## config.mk

```make
export PLATFORM = sky130hd
export DESIGN_NAME = pong_sound
export DESIGN_NICKNAME = d
export VERILOG_FILES = /design/src/rtl/pong_pkg.sv /design/src/rtl/pong_sound_sync.sv /design/src/rtl/pong_sound.sv
export SDC_FILE = /design/constraint.sdc
export NUM_CORES = 1
export LEC_CHECK = 0
export ABC_AREA = 1
export CORE_UTILIZATION = 54
export CTS_CLUSTER_DIAMETER = 40
export DETAILED_ROUTE_END_ITERATION = 10
export PLACE_DENSITY_LB_ADDON = 0.05
export SLEW_MARGIN = 10
export SYNTH_ARGS = -nofsm -noshare
export SYNTH_HDL_FRONTEND = slang
export SYNTH_SLANG_ARGS = --single-unit
```

## constraint.sdc

```tcl
create_clock -name clk -period 2 [get_ports clk]
set_input_delay 0.4 -clock clk [delete_from_list [all_inputs] [get_ports clk]]
set_output_delay 0.4 -clock clk [all_outputs]
set_load 0.02 [all_outputs]
```

## src/rtl/pong_pkg.sv

```systemverilog
// rtl/pong_pkg.sv - shared Pong sound/channel codes, FSM states and counter widths
package pong_pkg;

  // Sound request codes; 0 is handled as ping by the sound block
  localparam logic [1:0] SND_PING = 2'd1;
  localparam logic [1:0] SND_PONG = 2'd2;
  localparam logic [1:0] SND_GOAL = 2'd3;

  // Channel request codes; bit 1 drives the left speaker, bit 0 the right
  localparam logic [1:0] CH_NONE  = 2'd0;
  localparam logic [1:0] CH_RIGHT = 2'd1;
  localparam logic [1:0] CH_LEFT  = 2'd2;
  localparam logic [1:0] CH_BOTH  = 2'd3;

  localparam int CNT_W  = 24;
  localparam int STEP_W = 23;

  typedef enum logic [2:0] {IDLE, TONE, GOAL_HI, GOAL_LO, WAIT} state_t;

  // Half-period of a tone in clock cycles, truncated
  function automatic logic [CNT_W-1:0] half_period(input int clk_freq, input int hz);
    return CNT_W'(clk_freq / (2 * hz));
  endfunction

endpackage

```

## src/rtl/pong_sound_sync.sv

```systemverilog
// rtl/pong_sound_sync.sv - three-stage bus synchronizer with a stability flag
module pong_sound_sync
  import pong_pkg::*;
#(
  parameter int W = 4
) (
  input  logic         clk,
  input  logic         reset,
  input  logic [W-1:0] d,
  output logic [W-1:0] q,
  output logic         stable
);

  logic [W-1:0] s1, s2, s3;

  // Two metastability flops followed by a compare stage
  always_ff @(posedge clk or posedge reset) begin
    if (reset) begin
      s1 <= '0;
      s2 <= '0;
      s3 <= '0;
    end else begin
      s1 <= d;
      s2 <= s1;
      s3 <= s2;
    end
  end

  // A torn multi-bit value never survives two consecutive samples
  assign stable = (s2 == s3);
  assign q      = s3;

endmodule

```

## src/rtl/pong_sound.sv

```systemverilog
// rtl/pong_sound.sv - Pong audio back-end: request sync, tone FSM, speaker drive
module pong_sound
  import pong_pkg::*;
#(
  parameter int CLK_FREQ         = 40_000_000,
  parameter int PING_HZ          = 880,
  parameter int PONG_HZ          = 440,
  parameter int GOAL_HI_HZ       = 523,
  parameter int GOAL_LO_HZ       = 262,
  parameter int GOAL_STEP_CYCLES = 4_000_000
) (
  input  logic       clk,
  input  logic       reset,
  input  logic [1:0] channel,
  input  logic [1:0] sound,
  input  logic       mute,
  output logic       spk_left,
  output logic       spk_right,
  output logic       busy
);

  localparam logic [CNT_W-1:0]  HALF_PING    = half_period(CLK_FREQ, PING_HZ);
  localparam logic [CNT_W-1:0]  HALF_PONG    = half_period(CLK_FREQ, PONG_HZ);
  localparam logic [CNT_W-1:0]  HALF_GOAL_HI = half_period(CLK_FREQ, GOAL_HI_HZ);
  localparam logic [CNT_W-1:0]  HALF_GOAL_LO = half_period(CLK_FREQ, GOAL_LO_HZ);
  localparam logic [STEP_W-1:0] STEP_LAST    = STEP_W'(GOAL_STEP_CYCLES - 1);

  logic [3:0]        req;
  logic              req_stable;
  logic [1:0]        req_ch, req_snd;

  state_t            state, state_n;
  logic [CNT_W-1:0]  cnt, cnt_n, half;
  logic [STEP_W-1:0] step, step_n;
  logic              wave, wave_n;
  logic [1:0]        ch_q, ch_n, snd_q, snd_n;
  logic              tick_wrap;

  pong_sound_sync #(.W(4)) u_sync (
    .clk    (clk),
    .reset  (reset),
    .d      ({channel, sound}),
    .q      (req),
    .stable (req_stable)
  );

  assign req_ch  = req[3:2];
  assign req_snd = req[1:0];

  // Next-state, wave and latch logic; the counter and wave restart on every note entry
  always_comb begin
    state_n = state;
    cnt_n   = cnt;
    step_n  = step;
    wave_n  = wave;
    ch_n    = ch_q;
    snd_n   = snd_q;

    case (state)
      TONE:    half = (snd_q == SND_PONG) ? HALF_PONG : HALF_PING;
      GOAL_HI: half = HALF_GOAL_HI;
      GOAL_LO: half = HALF_GOAL_LO;
      default: half = HALF_PING;
    endcase
    tick_wrap = (cnt == half - CNT_W'(1));

    case (state)
      IDLE: begin
        wave_n = 1'b0;
        cnt_n  = '0;
        step_n = '0;
        if (req_stable && req_ch != CH_NONE) begin
          ch_n    = req_ch;
          snd_n   = req_snd;
          state_n = (req_snd == SND_GOAL) ? GOAL_HI : TONE;
        end
      end
      TONE: begin
        if (req_stable && req_ch == CH_NONE) begin
          state_n = IDLE;
          wave_n  = 1'b0;
          cnt_n   = '0;
        end else if (req_stable && {req_ch, req_snd} != {ch_q, snd_q}) begin
          ch_n    = req_ch;
          snd_n   = req_snd;
          cnt_n   = '0;
          step_n  = '0;
          wave_n  = 1'b0;
          state_n = (req_snd == SND_GOAL) ? GOAL_HI : TONE;
        end else if (tick_wrap) begin
          cnt_n  = '0;
          wave_n = ~wave;
        end else begin
          cnt_n = cnt + CNT_W'(1);
        end
      end
      GOAL_HI, GOAL_LO: begin
        if (step == STEP_LAST) begin
          step_n  = '0;
          cnt_n   = '0;
          wave_n  = 1'b0;
          state_n = (state == GOAL_HI) ? GOAL_LO : WAIT;
        end else begin
          step_n = step + STEP_W'(1);
          if (tick_wrap) begin
            cnt_n  = '0;
            wave_n = ~wave;
          end else begin
            cnt_n = cnt + CNT_W'(1);
          end
        end
      end
      default: begin
        wave_n = 1'b0;
        cnt_n  = '0;
        step_n = '0;
        if (req_stable && req_ch == CH_NONE) state_n = IDLE;
      end
    endcase
  end

  // State register; speakers are registered from next-state values so they track wave directly
  always_ff @(posedge clk or posedge reset) begin
    if (reset) begin
      state     <= IDLE;
      cnt       <= '0;
      step      <= '0;
      wave      <= 1'b0;
      ch_q      <= '0;
      snd_q     <= '0;
      spk_left  <= 1'b0;
      spk_right <= 1'b0;
    end else begin
      state     <= state_n;
      cnt       <= cnt_n;
      step      <= step_n;
      wave      <= wave_n;
      ch_q      <= ch_n;
      snd_q     <= snd_n;
      spk_left  <= wave_n & ch_n[1] & ~mute;
      spk_right <= wave_n & ch_n[0] & ~mute;
    end
  end

  assign busy = (state != IDLE);

endmodule

```

==> impl_results.rst <==
.. list-table::
   :header-rows: 1

   * - Metric
     - Value
   * - Final hold violation count
     - 0
   * - CTS Buf Count
     - 9
   * - Congestion Overflow GR
     - 0
   * - Core Footprint
     - 7292 um2
   * - Remaining number of nets flagged by the antenna check after routing
     - 0
   * - Relative slew margins
     - 0.7501
   * - Clock Skews
     - 0.009019 ns
   * - Share of the synthesized area in compound gates (AO/OA/AOI/OAI)
     - 0.06054
   * - Number of global-route vias before repair
     - 3458
   * - Portion of netlist area occupied by mux cells
     - 0
   * - Top-area cell type share of the netlist area
     - 0.4198
   * - Crit-path most repeated cell
     - nor2_1
   * - Final worst hold slack
     - 0.3607 ns
   * - Cell breakdown of the critical path
     - nor2_4, nand3_4, nand2_4, inv_4, ha_4, nand2_2, nand2_1, nor2_1, nand2_1, nor2_1, nand3_1, nor2_4, nand3_4, nand2_8, nor2_1
   * - Worst path buffer plus inverter count
     - 1
   * - Number of flip-flops and latches in the synthesized netlist
     - 69
   * - Largest net degree at the start of global routing
     - 40
   * - Yosys warns
     - 0
   * - Data required time at the worst endpoint
     - 2.23 ns
   * - Met3 track demand over resource in global routing
     - 0.05355
   * - Period utilisation layout
     - 1.085
   * - Largest family of logic cells by synthesized area
     - simple AND/OR/NAND/NOR gates
   * - FF-to-FF setup slack
     - -0.17 ns
   * - Number of vias per cell
     - 5.275
   * - Global Route met1 Usage
     - 0.3327
   * - Root cell of the clock tree
     - clkbuf_8
   * - Kind of end point of the critical path
     - register
   * - Antenna violations before repair
     - 0
   * - Number of search-and-repair iterations in the first detailed-routing pass
     - 4
   * - Drt total wl
     - 9322 um
   * - Area growth, synth to finish
     - 18.59%
   * - Port Buffer Count
     - 9
   * - Post-synthesis simple-gate area fraction
     - 0.3614
   * - Critical path's largest stage delay
     - 0.45 ns
   * - Max-slew violation count
     - 0
   * - Area of the mapped netlist
     - 4113 um2
   * - Post-route insts no fill
     - 691
   * - Average routed wire per standard cell
     - 13.49 um
   * - Number of hold buffers added after cts
     - 0
   * - Die area
     - 7969 um2
   * - Count of flip-flops with a built-in enable after synthesis
     - 0
   * - Number of vias after detailed routing
     - 3645
   * - Count of endpoints failing setup in the final report
     - 27
   * - Maximum buffer depth of the clock tree
     - 2
   * - Total of fill cells in the finished design
     - 671
   * - I/O Pins
     - 10
   * - Proportion of layout cells with a drive suffix above 1
     - 0.1824
   * - Average cell area after synthesis
     - 7.702 um2
   * - Commonest non-fill, non-tap cell in the layout
     - nand2_1
   * - Share of flip-flops with an asynchronous set or reset
     - 1.000
   * - Synthesized Nets
     - 545
   * - Violated checks
     - setup timing
   * - Critical Path Slowest Stage Cell
     - dfrtp_2
   * - Post-CTS clock slew at the launch and capture registers of the worst setup and hold paths
     - 0.08 ns
   * - Die boundary height
     - 89.27 um
   * - Class of the tightest hold or removal check
     - reg -> reg
   * - Setup Crit Path Kind
     - reg -> reg
   * - Crit path max fanout
     - 24
   * - Count of nets after finishing
     - 598
   * - Worst vdd ir
     - 0.5571 mV
   * - Number of sinks on the clock net
     - 69
   * - Crit path max-delay family
     - simple AND/OR/NAND/NOR gates
   * - Most used cells in the layout excluding fill and tap cells
     - nand2_1 (111), inv_1 (71), dfrtp_1 (67)
   * - Critical Path Source Type
     - register
   * - DP Wirelength
     - 7015 um
   * - Synth Area in XOR/XNOR
     - 0.06176
   * - Total power divided by cell area
     - 935.3 nW/um2
   * - Crit path DAT
     - 2.40 ns
   * - Clk_lat worst skew
     - 0.34 ns
   * - Synth area leaders
     - dfrtp_1 (42%), nand2_1 (11%), inv_1 (6.7%)
   * - Number of remaining DRC errors
     - 0
   * - Overall fraction of global-route tracks in use
     - 0.2575
   * - Primary flip-flop cell chosen by synthesis mapping
     - dfrtp_1
   * - Wire length of the first global-routing pass
     - 15500 um
   * - Horizontal die dimension
     - 89.27 um
   * - Actual transition at the worst max-transition pin
     - 0.3715 ns
   * - TritonCTS clock tree
     - done
   * - Final RePlAce weighted congestion
     - 0.9367
   * - # diodes
     - 0
   * - Worst slack at placement
     - -0.2186 ns
   * - Count of cell types in the netlist
     - 40
   * - Leakage power
     - 2.109 nW
   * - Total design power
     - 4.561 mW
   * - Yosys top cell by area
     - dfrtp_1
   * - Sequential-to-total area share from yosys stat
     - 0.4198
   * - Result of the run
     - finished, violations left
   * - Number of levels the H-tree was split into
     - 3
   * - Most congested layer reported by global routing
     - met2
   * - Final worst setup slack
     - -0.1698 ns
   * - # placed instances
     - 671
   * - Fmax achieved
     - 460.9 MHz
   * - Iter 0 DRT Violations
     - 207
   * - Gate count of the mapped netlist
     - 534
   * - Maxcap violations
     - 0
   * - Final worst path period need
     - 2.170 ns
   * - Initial Util
     - 0.5640
   * - Grt met2 use
     - 0.4164
   * - Adder-cell share of the synthesized area
     - 0.01217
   * - Unrepaired setup endpoints after global routing
     - yes
   * - Std-Cell Rows
     - 31
worst register-to-register path, stage by stage, from the launching register on:
cell and delay (ns):
dfrtp_2 0.45, nor2_4 0.16, nand3_4 0.10, nand2_4 0.11, inv_4 0.05, ha_4 0.15
nand2_2 0.06, nand2_1 0.06, nor2_1 0.09, nand2_1 0.06, nor2_1 0.08, nand3_1 0.12
nor2_4 0.15, nand3_4 0.13, nand2_8 0.20, nor2_1 0.09
cell families (layout without fill, tap and decap cells):
group,Yosys count,after routing
simple gates,306,306
buf+inv,84,142
flops,69,69
compound gates,42,42
xor+xnor,29,29
fa+ha+maj,4,4
state kept, by name, indices dropped and copies added (netlist names):
name,count
ch_q,2
cnt,24
snd_q,2
spk_left,1
spk_right,1
state,3
step,23
u_sync.q,4
u_sync.s1,4
u_sync.s2,4
wave,1
worst paths after layout:
path / startpoint / end / cells after the start
min: u_sync.s1[2]$_DFF_PP0_ / u_sync.s2[2]$_DFF_PP0_ / 0
min in group asynchronous: reset / cnt[21]$_DFF_PP0_ / 2
min reg2reg: u_sync.s1[2]$_DFF_PP0_ / u_sync.s2[2]$_DFF_PP0_ / 0
max in group asynchronous: reset / cnt[3]$_DFF_PP0_ / 3
max: state[2]$_DFFE_PP0P_ / cnt[17]$_DFF_PP0_ / 15
max reg2reg: state[2]$_DFFE_PP0P_ / cnt[17]$_DFF_PP0_ / 15
metal layers:
layer,wire length (um),part of all wire
met1,4259,0.46
met2,4452,0.48
met3,414,0.044
met4,195,0.021
met5,0,0
timing repair:
item,4_1_cts,5_1_grt
buffers inserted,4,0
pin swaps,6,8
resized for setup,11,7
setup endpoints to repair,28,30
power breakdown:
part	internal (mW)	switching, mW
registers	1.52	0.120
clock network	0.580	0.576
logic	0.719	1.05
cell usage after synthesis, types with 5 or more instances:
cell type  instances
nand2_1          116
inv_1             73
dfrtp_1           69
nor2_1            66
nand3_1           42
xor2_1            21
nand4_1           20
nor3_1            17
o21ai_0           15
o22ai_1            9
a21oi_1            8
xnor2_1            8
nand3_2            7
nor4_1             7
nor3_2             6
inv_2              5
nor2_2             5
stage by stage:
| step | cell area (um2) | util | TNS [ns] |
|---|---|---|---|
| final | 4877 | 0.6688 | -4.034 |
| after global routing | 4877 | 0.6688 | -7.860 |
| after CTS | 4846 | 0.6646 | -3.670 |
| after detailed placement | 4591 | 0.6295 | -5.087 |
| after global placement | 4591 | 0.6295 | -1.415 |
| after floorplan | 4146 | - | -1.619 |
final cells by class:
| cell class | instances | area [um2] | share of cell area |
|---|---|---|---|
| sequential | 69 | 1729 | 0.3545 |
| multi-input combinational | 381 | 2113 | 0.4333 |
| inverter | 78 | 299.0 | 0.06131 |
| tap | 99 | 123.9 | 0.02540 |
| timing repair buffer | 48 | 412.9 | 0.08466 |
| clock buffer | 9 | 123.9 | 0.02540 |
| clock inverter | 7 | 75.07 | 0.01539 |
No activity file was read; power rests on OpenSTA's default activity.
